File: config.mk
export PLATFORM = sky130hd
export DESIGN_NAME = id_ex_skid_reg
export DESIGN_NICKNAME = d
export VERILOG_FILES = /design/src/rtl/id_ex_skid_reg.sv
export SDC_FILE = /design/constraint.sdc
export NUM_CORES = 1
export LEC_CHECK = 0
export BUFFER_PORTS_ARGS = -buffer_cell sky130_fd_sc_hd__buf_2
export CAP_MARGIN = 20
export CORE_ASPECT_RATIO = 1.2
export CORE_UTILIZATION = 40
export CTS_CLUSTER_SIZE = 8
export DETAILED_ROUTE_END_ITERATION = 10
export PLACE_DENSITY = 0.63
export SETUP_SLACK_MARGIN = 0.2
export SLEW_MARGIN = 20
export SYNTH_ARGS = -nofsm -noshare
export SYNTH_HDL_FRONTEND = slang
export SYNTH_SLANG_ARGS = --single-unit
File: constraint.sdc
create_clock -name clk -period 1.9 [get_ports clk]
set_input_delay 0.19 -clock clk [delete_from_list [all_inputs] [get_ports clk]]
set_output_delay 0.19 -clock clk [all_outputs]
set_load 0.02 [all_outputs]
File: src/rtl/id_ex_skid_reg.sv
// ID/EX pipeline register with valid/ready handshake and a one-entry skid buffer.
// in_ready comes only from the skid valid bit and reset, so out_ready never reaches it combinationally.
module id_ex_skid_reg #(
    parameter int XLEN    = 64,
    parameter int FUNCT_W = 4,
    parameter int RD_W    = 5,
    parameter int ALUOP_W = 2
) (
    input  logic               clk,
    input  logic               reset,
    input  logic               flush,
    input  logic               in_valid,
    output logic               in_ready,
    input  logic [XLEN-1:0]    PC,
    input  logic [XLEN-1:0]    Read_Data_1,
    input  logic [XLEN-1:0]    Read_Data_2,
    input  logic [XLEN-1:0]    imm_value,
    input  logic [FUNCT_W-1:0] Funct,
    input  logic [RD_W-1:0]    RD,
    input  logic [ALUOP_W-1:0] ALU_OP,
    input  logic               MemtoReg,
    input  logic               RegWrite,
    input  logic               Branch,
    input  logic               MemWrite,
    input  logic               MemRead,
    input  logic               ALUSrc,
    output logic               out_valid,
    input  logic               out_ready,
    output logic [XLEN-1:0]    PC_Stored,
    output logic [XLEN-1:0]    Read_Data_1_S,
    output logic [XLEN-1:0]    Read_Data_2_S,
    output logic [XLEN-1:0]    imm_value_S,
    output logic [FUNCT_W-1:0] Funct_S,
    output logic [RD_W-1:0]    RD_S,
    output logic [ALUOP_W-1:0] ALU_OP_S,
    output logic               MemtoReg_S,
    output logic               RegWrite_S,
    output logic               Branch_S,
    output logic               MemWrite_S,
    output logic               MemRead_S,
    output logic               ALUSrc_S,
    output logic [1:0]         occupancy
);

    localparam int PW = 4*XLEN + FUNCT_W + RD_W + ALUOP_W + 6;

    // Encoding is {out_valid, skid_valid}; 2'b01 is unreachable.
    typedef enum logic [1:0] {
        EMPTY = 2'b00,
        ONE   = 2'b10,
        FULL  = 2'b11
    } state_t;

    state_t          state_reg, state_next;
    logic [PW-1:0]   out_data_reg, out_data_next;
    logic [PW-1:0]   skid_data_reg, skid_data_next;
    logic [PW-1:0]   in_data;
    logic            skid_valid;
    logic            accept;
    logic            fire;
    logic [3:0]      ctrl_raw;
    logic [3:0]      ctrl_gated;

    assign in_data = {PC, Read_Data_1, Read_Data_2, imm_value, Funct, RD, ALU_OP,
                      MemtoReg, RegWrite, Branch, MemWrite, MemRead, ALUSrc};

    assign out_valid  = state_reg[1];
    assign skid_valid = state_reg[0];
    assign in_ready   = !skid_valid && !reset;
    assign accept     = in_valid && in_ready;
    assign fire       = out_valid && out_ready;
    assign occupancy  = {1'b0, out_valid} + {1'b0, skid_valid};

    always_ff @(posedge clk) begin
        if (reset) begin
            state_reg     <= EMPTY;
            out_data_reg  <= '0;
            skid_data_reg <= '0;
        end else begin
            state_reg     <= state_next;
            out_data_reg  <= out_data_next;
            skid_data_reg <= skid_data_next;
        end
    end

    always_comb begin
        state_next     = state_reg;
        out_data_next  = out_data_reg;
        skid_data_next = skid_data_reg;
        // Payload is not loaded on flush so a squashed bundle never shows on the ungated outputs.
        if (flush) begin
            state_next = EMPTY;
        end else begin
            unique case (state_reg)
                EMPTY: begin
                    if (accept) begin
                        state_next    = ONE;
                        out_data_next = in_data;
                    end
                end
                ONE: begin
                    if (accept && fire) begin
                        out_data_next = in_data;
                    end else if (accept) begin
                        state_next     = FULL;
                        skid_data_next = in_data;
                    end else if (fire) begin
                        state_next = EMPTY;
                    end
                end
                FULL: begin
                    if (fire) begin
                        state_next    = ONE;
                        out_data_next = skid_data_reg;
                    end
                end
                default: state_next = EMPTY;
            endcase
        end
    end

    assign {PC_Stored, Read_Data_1_S, Read_Data_2_S, imm_value_S, Funct_S, RD_S, ALU_OP_S,
            MemtoReg_S, ctrl_raw, ALUSrc_S} = out_data_reg;

    // Side-effecting controls must read as a bubble whenever the output entry is empty.
    generate
        for (genvar gi = 0; gi < 4; gi++) begin : g_ctrl_gate
            assign ctrl_gated[gi] = ctrl_raw[gi] & out_valid;
        end
    endgenerate

    assign {RegWrite_S, Branch_S, MemWrite_S, MemRead_S} = ctrl_gated;

endmodule

==> results of run 1 <==
worst max-delay path, delay by kind of cell (launching register included):
family          cells  cell delay [ps]
buf+inv             5              740
simple gates        3              760
compound gates      1              120
flops               1              330
kinds of logic (layout without fill, tap and decap cells):
family / after synthesis / count (layout)
flip-flops: 548 / 548
AO/OA/AOI/OAI: 277 / 277
buffers and inverters: 482 / 1107
adder cells (fa/ha/maj): 4 / 4
other: 0 / 8
XOR/XNOR: 1 / 1
multiplexers: 548 / 548
AND/OR/NAND/NOR: 1109 / 1109
what timing repair did:
action,4_1_cts,5_1_grt
pin swaps,22,129
setup buffers,21,5
gates cloned,19,8
hold endpoints to repair,528,1
gates resized for setup,97,271
hold buffers,273,1
setup endpoints to repair,550,555
cells in the mapped netlist, drive strengths merged:
cell type  number
nor3b           1
nor4b           1
inv             3
mux2          273
nand4b          1
nor2          276
nand3           2
mux2i         275
buf           352
and2            4
a21oi         273
ha              4
xnor2           1
nand2         550
o21ai           2
a22oi           1
a2111o          1
clkbuf        127
nor2b         273
dfxtp         548
or3b            1
power groups by stage:
stage,combinational (mW),sequential (mW),clock [mW]
CTS,3.43,12.0,12.9
floorplan,2.25,12.2,0
global route,3.80,12.0,13.3
detailed placement,2.88,12.2,0
finish,3.55,12.0,12.5
global placement,2.85,12.2,0
cell usage in the layout, fill, tap and decap left out, types with 84 or more instances in the layout:
master / instances
a21oi_1: 153
a21oi_2: 120
buf_2: 552
buf_4: 84
clkbuf_16: 87
dfxtp_1: 546
dlygate4sd3_1: 274
mux2_4: 244
mux2i_1: 275
nand2_1: 459
nor2_1: 275
nor2b_1: 273
worst min-delay path by stage:
stage                                          from                         endpoint  slack, ps  depth (start not counted)
finish                                        reset  skid_data_reg[190]$_SDFFE_PP0P_        110                          4
global route                                  reset  skid_data_reg[190]$_SDFFE_PP0P_        110                          4
CTS                                 Read_Data_1[44]  skid_data_reg[189]$_SDFFE_PP0P_       -180                          3
detailed placement   skid_data_reg[46]$_SDFFE_PP0P_   skid_data_reg[46]$_SDFFE_PP0P_        450                          2
global placement    skid_data_reg[205]$_SDFFE_PP0P_  skid_data_reg[205]$_SDFFE_PP0P_        440                          2
floorplan                                    ALUSrc    skid_data_reg[0]$_SDFFE_PP0P_        330                          2
per-layer routing:
layer,vias up,track usage,share of wire
met1,10178,0.244,0.42
li1,10625,-,-
met3,135,0.0400,0.051
met5,-,0,0
met2,548,0.352,0.50
met4,0,0.0858,0.032
final cells by class:
type	count	area, um2
Inverter	3	11.3
Timing Repair Buffer	1017	8290
Clock buffer	83	2030
Fill cell	5839	30400
Antenna cell	8	20.0
Clock inverter	4	96.3
Sequential cell	548	11000
Tap cell	901	1130
Multi-Input combinational cell	1939	14200
stage by stage:
step / TNS, ps / utilization
detailed placement: -14730 / 0.440
global route: -57850 / 0.547
global placement: -5520 / 0.440
CTS: -6710 / 0.528
floorplan: 0 / -
finish: -19360 / 0.547
==> flow_summary.json, run 1 <==
{
  "slew-limit-headroom": 0.428,
  "yosysTopAreaCellShare": 0.404,
  "antenna_found_initial": 6,
  "regToRegStartpoint": "state_reg[0]$_SDFFE_PP0P_",
  "drtIter0Drc": 803,
  "design_area_um2": 36800,
  "rsz0062_at_grt": "true",
  "ys_ff_latch": 548,
  "cts_buffer_depth": 3,
  "path_clk_slew_ps": 50,
  "dp.cells": 4081,
  "drcViolationCount": 0,
  "final.min_clock_period_ps": 2020,
  "groute.usage.overall": 0.204,
  "min_path_type": "input pin to flop",
  "violations": "setup timing",
  "period_share": 1.06,
  "clk_latency_ps": 600,
  "grt_pass1_wl_um": 112000,
  "power.total_mw": 28.1,
  "leakagePower_nw": 16.0,
  "clock_sinks": 548,
  "setup.worst_path.end": "skid_data_reg[140]$_SDFFE_PP0P_",
  "routedWlPerCell_um": 16.7,
  "synth_xor_area_frac": 0.000322,
  "critical_path.cell_chain": "or3b_4, buf_6, nor4b_4, buf_6, buf_12, buf_12, buf_16, nand2_2, a21oi_2",
  "drv_slew": 0,
  "synth_top_family_by_area": "multiplexers",
  "dpl.hpwl_um": 45900,
  "vdd_drop_max_mv": 0.678,
  "synth_compound_area_frac": 0.0516,
  "critPathKind": "flop to flop",
  "place_area_um2": 29500,
  "seq_area_frac_synth": 0.404,
  "final-hold-violation-count": 0,
  "hold_slack_ps": 109,
  "cp.required_ps": 2420,
  "place.gp.congestion": 0.802,
  "initial_core_util": 0.404,
  "status": "complete, but fails checks",
  "syn_inst": 2969,
  "drt_pass1_iterations": 5,
  "finalSetupViolCount": 451,
  "max_freq_mhz": 495,
  "cts_tree": "done",
  "core-area_um2": 67100,
  "cp-end-kind": "flop",
  "cts_htree_levels": 3,
  "cap_viol_max_count": 0,
  "yosys.cell_types.count": 28,
  "portBuffers": 554,
  "yosys_warnings": 0,
  "start_kind": "flop",
  "reg2reg_depth": 9,
  "die_area_um2": 68900,
  "synth_top_area_cell": "dfxtp_1",
  "avgSynthCellArea_um2": 9.15,
  "worstMarginPinSlew_ps": 858,
  "power_density_nw_per_um2": 765,
  "crit_start": "state_reg[0]$_SDFFE_PP0P_",
  "reg2reg_to": "skid_data_reg[140]$_SDFFE_PP0P_",
  "cts_inserted_buffers": 78,
  "grt_max_degree": 164,
  "final_cells": 4503,
  "worst_ep_arrival_time_ps": 2540,
  "clkPwrFrac": 0.446,
  "r2r_slack_ps": -120,
  "p_int_mw": 21.1,
  "worst_slack_ps": -119,
  "grt.overflow.total": 0,
  "drive_gt1_frac": 0.361,
  "routed_wirelength_um": 75400,
  "swShare": 0.248,
  "synthMuxAreaShare": 0.248,
  "die_w_um": 240,
  "crit_slowest_cell": "or3b_4",
  "max_stage_delay_ps": 430,
  "grt_pass1_vias": 21067,
  "area_growth_pct": 35.3,
  "synth-simple-area-share": 0.180,
  "row_count": 104,
  "power_frac_seq": 0.428,
  "syn_area_um2": 27200,
  "die_height_um": 287,
  "fin_nets": 3869,
  "syn_nets": 3251,
  "pwr-share-comb": 0.126,
  "cts.root.buffer_cell": "clkbuf_16",
  "vias": 21486,
  "worst-path-max-fanout": 5,
  "place_ws_ps": -104,
  "power_switching_mw": 6.97,
  "ant_nets": 0,
  "finClkSkew_ps": 23.6,
  "synthTopCellsByArea": "dfxtp_1, mux2_4, mux2i_1, nand2_1, buf_4",
  "synthAdderAreaFrac": 0.00184,
  "ios": 555,
  "viasPerCell": 4.77
}
Power figures use the tool's default switching activity.
==> inputs of run 2 (changes only) <==
--- a/config.mk
+++ b/config.mk
@@ -5,7 +5,7 @@
 export SDC_FILE = /design/constraint.sdc
 export NUM_CORES = 1
 export LEC_CHECK = 0
-export BUFFER_PORTS_ARGS = -buffer_cell sky130_fd_sc_hd__buf_2
+export BUFFER_PORTS_ARGS = -buffer_cell sky130_fd_sc_hd__buf_4
 export CAP_MARGIN = 20
 export CORE_ASPECT_RATIO = 1.2
 export CORE_UTILIZATION = 40
==> run 2 against run 1 <==
  * The run still ends with setup timing left
  * Highest routed layer unchanged
  * Worst hold slack better by 64 ps
  * Clock skew up 0.85 ps
  * Critical path depth down 1
  * Power down 0.24%
  * Sequential cell count unchanged
  * Sequential share of layout area down 0.061 points
  * Clock-buffer cell count down 2
  * Global-route usage down 0.43 points
  * Critical endpoint is now skid_data_reg[166]$_SDFFE_PP0P_
  * Die area unchanged
  * Clock power about the same
==> flow_summary.json, run 2 (synthesis gave the netlist of run 1 again) <==
{
  "layout_common_cells": "buf_4, dfxtp_1, nand2_1",
  "ios": 555,
  "grt_pass1_vias": 20794,
  "violations": "setup timing",
  "die_w_um": 240,
  "tns_ps": -12480,
  "final.min_clock_period_ps": 1980,
  "cts.root.buffer_cell": "clkbuf_16",
  "path_clk_slew_ps": 50,
  "finalSetupViolCount": 453,
  "vias": 21192,
  "die_height_um": 287,
  "drt_pass1_iterations": 5,
  "area_growth_pct": 35.6,
  "start_kind": "flop",
  "cp_top_family": "buffers and inverters",
  "slew-limit-headroom": 0.656,
  "worst-path-buf-inv": 4,
  "seq_area_um2": 11000,
  "routed_wirelength_um": 75300,
  "cap_viol_max_count": 0,
  "row_count": 104,
  "groute.usage.overall": 0.199,
  "initial_core_util": 0.404,
  "grt_max_degree": 114,
  "rsz0062_at_grt": "true",
  "place_ws_ps": -97.1,
  "clock_sinks": 548,
  "portBuffers": 554,
  "drtIter0Drc": 953,
  "clk_latency_ps": 600,
  "drcViolationCount": 0,
  "finClkSkew_ps": 24.4,
  "routedWlPerCell_um": 16.9,
  "core-area_um2": 67100,
  "max_freq_mhz": 506,
  "final-hold-violation-count": 0,
  "viasPerCell": 4.76,
  "min_path_type": "input pin to flop",
  "place_area_um2": 30800,
  "worstMarginPinSlew_ps": 516,
  "worst_slack_ps": -77.2,
  "place.gp.congestion": 0.802,
  "nFillCells": 5834,
  "drive_gt1_frac": 0.327,
  "period_share": 1.04,
  "grt_pass1_wl_um": 110000,
  "worst_ep_arrival_time_ps": 2480,
  "cts_inserted_buffers": 78,
  "max_stage_delay_ps": 390,
  "die_area_um2": 68900,
  "multi_input_area_um2": 13700,
  "cts_htree_levels": 3,
  "cts_tree": "done",
  "design_area_um2": 36800,
  "vdd_drop_max_mv": 0.815,
  "ant_nets": 0,
  "crit_slowest_cell": "or3b_4",
  "critPathKind": "flop to flop",
  "grt.overflow.total": 0,
  "cts_buffer_depth": 3,
  "cp-end-kind": "flop",
  "power_density_nw_per_um2": 761,
  "cp.required_ps": 2410,
  "leakagePower_nw": 15.5,
  "fin_nets": 3825,
  "drv_slew": 0,
  "antenna_found_initial": 1,
  "layout_commonest_cell": "buf_4",
  "status": "complete, but fails checks",
  "critical_path.cell_chain": "or3b_4, buf_6, nor4b_4, buf_6, clkbuf_16, clkbuf_16, nand2_1, a21oi_2",
  "dpl.hpwl_um": 47200,
  "worst-path-max-fanout": 6
}
run 2: cell count changes in the layout (fill, tap and decap cells not counted), sizes merged:
cell and delta:
clkbuf +3, inv +1, diode -7, bufbuf -2
buf -47
run 2: path summary, 6_finish.rpt:
path                                   startpoint                               to  slack, ps  depth (start not counted)
setup / recovery        state_reg[0]$_SDFFE_PP0P_  skid_data_reg[166]$_SDFFE_PP0P_        -80                          8
hold / removal                              reset  skid_data_reg[164]$_SDFFE_PP0P_        170                          4
setup reg to reg        state_reg[0]$_SDFFE_PP0P_  skid_data_reg[166]$_SDFFE_PP0P_        -80                          8
hold reg to reg   skid_data_reg[150]$_SDFFE_PP0P_  skid_data_reg[150]$_SDFFE_PP0P_        450                          2
run 2: metal layers:
layer,global-route usage,up-vias,part of all wire
li1,-,10509,-
met1,0.235,10028,0.42
met2,0.342,509,0.49
met3,0.0487,146,0.056
met4,0.0847,0,0.035
met5,0,-,0
run 2: per-stage QoR:
step,hold slack [ps],std cells,power [mW],utilization
5_1_grt,176,4451,29.1,0.549
3_3_place_gp,440,4067,15.5,0.459
2_1_floorplan,326,2969,14.4,-
6_report,173,4451,28.0,0.549
3_5_place_dp,446,4067,15.5,0.459
4_1_cts,162,4432,28.3,0.532
run 2: timing repair:
item,in CTS,in global routing
setup endpoints to repair,547,549
resized for setup,12,206
hold endpoints to repair,515,0
buffers inserted,4,2
pin swaps,0,79
cloned,1,16
hold buffers,274,0
run 2: final cells by class:
| type | count | area share |
|---|---|---|
| Timing Repair Buffer | 973 | 0.244 |
| Clock inverter | 5 | 0.00149 |
| Multi-Input combinational cell | 1939 | 0.372 |
| Tap cell | 901 | 0.0306 |
| Inverter | 3 | 0.000306 |
| Sequential cell | 548 | 0.298 |
| Antenna cell | 1 | 0.0000679 |
| Clock buffer | 81 | 0.0539 |
run 2: report_power, final:
group / leakage, nW / switching [mW] / internal, mW
registers: 4.44 / 0.198 / 11.9
clock network: 1.00 / 4.88 / 7.30
logic: 10.0 / 1.76 / 2.04
total: 15.5 / 6.84 / 21.2
run 2: tightest hold or removal path, delay by kind of cell:
kind	cells	cell delay, ps
AOI/OAI and AO/OA	1	40
buffers and inverters	3	470
==> inputs of run 3 (changes only) <==
--- a/config.mk
+++ b/config.mk
@@ -5,13 +5,14 @@
 export SDC_FILE = /design/constraint.sdc
 export NUM_CORES = 1
 export LEC_CHECK = 0
-export BUFFER_PORTS_ARGS = -buffer_cell sky130_fd_sc_hd__buf_4
 export CAP_MARGIN = 20
 export CORE_ASPECT_RATIO = 1.2
 export CORE_UTILIZATION = 40
 export CTS_CLUSTER_SIZE = 8
 export DETAILED_ROUTE_END_ITERATION = 10
-export PLACE_DENSITY = 0.63
+export DONT_BUFFER_PORTS = 1
+export PLACE_DENSITY = 0.55
+export RECOVER_POWER = 25
 export SETUP_SLACK_MARGIN = 0.2
 export SLEW_MARGIN = 20
 export SYNTH_ARGS = -nofsm -noshare
==> run 3 against run 2 <==
  * The flow finishes with violations (hold timing, slew limit, setup timing)
  * Largest power group is now registers
  * Via count down 7.8%
  * Routed wire length down 2.1%
  * Combinational power down 40%
  * Sequential share of layout area up 3.1 points
  * Register-to-register slack worse by 170 ps
  * Clock-buffer cell count up 1
==> flow_summary.json, run 3 (synthesis gave the netlist of run 1 again) <==
{
  "finalSetupViolCount": 549,
  "initial_core_util": 0.404,
  "dp.cells": 3492,
  "worst-path-max-fanout": 824,
  "vdd_drop_max_mv": 0.614,
  "design_area_um2": 33400,
  "setup.worst_path.end": "skid_data_reg[253]$_SDFFE_PP0P_",
  "cts_buffer_depth": 3,
  "finClkSkew_ps": 21.7,
  "routedWlPerCell_um": 18.5,
  "crit_start": "reset",
  "area_growth_pct": 22.9,
  "viasPerCell": 4.91,
  "critPathKind": "input pin to flop",
  "min_path_type": "input pin to flop",
  "grt_max_degree": 825,
  "drtIter0Drc": 1061,
  "seq_area_um2": 11000,
  "regToRegStartpoint": "state_reg[0]$_SDFFE_PP0P_",
  "critical_path.cell_chain": "or3b_4, nor4b_4, buf_6, buf_6, buf_16, buf_12, clkbuf_16, nand2_4, a21oi_2",
  "grt_pass1_wl_um": 110000,
  "multi_input_area_um2": 13400,
  "grt_pass1_vias": 19795,
  "top_layer": "met5",
  "cts_htree_levels": 3,
  "reg2reg_depth": 9,
  "rsz0062_at_grt": "true",
  "portBuffers": 0,
  "core-area_um2": 67100,
  "clock_sinks": 548,
  "cp_common_cell": "buf_6",
  "worstMarginPinSlew_ps": 5300,
  "cp_top_family": "simple AND/OR/NAND/NOR gates",
  "row_count": 104,
  "worst_ep_arrival_time_ps": 5770,
  "r2r_slack_ps": -250,
  "cts_tree": "done",
  "place.gp.congestion": 0.809,
  "groute.usage.overall": 0.201,
  "slew-limit-headroom": -2.53,
  "cp-end-kind": "flop",
  "cp.required_ps": 2310,
  "power.total_mw": 27.0,
  "routed_wirelength_um": 73800,
  "max_stage_delay_ps": 1870,
  "worst-path-stages": 9,
  "nFillCells": 6082,
  "drcViolationCount": 0,
  "start_kind": "input pin",
  "grt.overflow.total": 0,
  "cts_inserted_buffers": 78,
  "cap_viol_max_count": 0,
  "layout_commonest_cell": "dfxtp_1",
  "worst-path-buf-inv": 5,
  "drt-met1-wl_um": 29400,
  "antenna_found_initial": 11,
  "dpl.hpwl_um": 44500,
  "ant_nets": 0,
  "tns_ps": -1814290,
  "drv_slew": 680,
  "vias": 19539,
  "die_w_um": 240,
  "violations": "hold timing, slew limit, setup timing",
  "reg2reg_to": "skid_data_reg[253]$_SDFFE_PP0P_",
  "worst_slack_ps": -3460,
  "hold_slack_ps": -275,
  "leakagePower_nw": 13.0,
  "clk_latency_ps": 600,
  "dr_wl_met2_um": 35500,
  "crit_slowest_cell": "or3b_4",
  "max_freq_mhz": 187,
  "fin_nets": 3345,
  "status": "complete, but fails checks",
  "cts.root.buffer_cell": "clkbuf_16",
  "die_height_um": 287,
  "ios": 555,
  "die_area_um2": 68900,
  "final-hold-violation-count": 18,
  "drive_gt1_frac": 0.183,
  "period_share": 2.82,
  "drt_pass1_iterations": 5,
  "place_area_um2": 26400,
  "path_clk_slew_ps": 50,
  "final.min_clock_period_ps": 5360,
  "final_cells": 3980,
  "wl_met3_um": 5750,
  "layout_common_cells": "dfxtp_1, nand2_1, dlygate4sd3_1",
  "power_density_nw_per_um2": 809
}
## run 3: cell types whose count changed in the layout (fill, tap and decap cells not counted), moves of 11 or more
cell | before | now
buf_4 | 614 | 58
dlygate4sd3_1 | 274 | 338
a21oi_1 | 201 | 249
a21oi_2 | 72 | 24
nand2_4 | 37 | 16
buf_16 | 4 | 23
nand2_2 | 16 | 27
## run 3: metal layers
layer  global-route usage  vias to the layer above
li1                     -                     9558
met1                0.229                     9219
met2                0.339                      593
met3               0.0641                      167
met4               0.0971                        2
met5                    0                        -
## run 3: timing repair
action                                  in CTS  in global routing
cloned                                      19                  8
gates resized for setup                     87                 67
endpoints found under the setup margin     551                552
pin swaps                                   55                 21
hold buffers                               322                 16
setup buffers                               18                 10
endpoints found under the hold margin      546                367
## run 3: where the power goes
group | total, mW | internal (mW) | switching, mW
sequential | 12.5 | 11.9 | 0.631
clock | 12.3 | 7.37 | 4.88
combinational | 2.28 | 1.41 | 0.872
total | 27.0 | 20.6 | 6.38
## run 3: per-stage QoR
| stage | hold WS (ps) | setup slack, ps | util |
|---|---|---|---|
| global route | -301 | -207 | 0.497 |
| finish | -275 | -3460 | 0.497 |
| floorplan | 326 | 110 | - |
| global placement | 315 | -84.8 | 0.393 |
| CTS | -322 | -117 | 0.487 |
| detailed placement | 327 | -115 | 0.393 |
## run 3: cell type report
type                       count  share of cell area
inverter                       3            0.000337
timing repair buffer         493               0.173
sequential                   548               0.329
tap                          901              0.0338
clock buffer                  82              0.0602
multi-input combinational   1939               0.402
antenna                       10            0.000750
clock inverter                 4             0.00150
## run 3: worst min-delay path by stage
stage	startpoint	to	slack, ps	depth (start not counted)
floorplan	ALUSrc	skid_data_reg[0]$_SDFFE_PP0P_	330	2
global placement	reset	skid_data_reg[252]$_SDFFE_PP0P_	320	1
detailed placement	reset	skid_data_reg[234]$_SDFFE_PP0P_	330	1
CTS	reset	skid_data_reg[224]$_SDFFE_PP0P_	-320	1
global route	reset	skid_data_reg[248]$_SDFFE_PP0P_	-300	1
finish	reset	skid_data_reg[248]$_SDFFE_PP0P_	-270	1
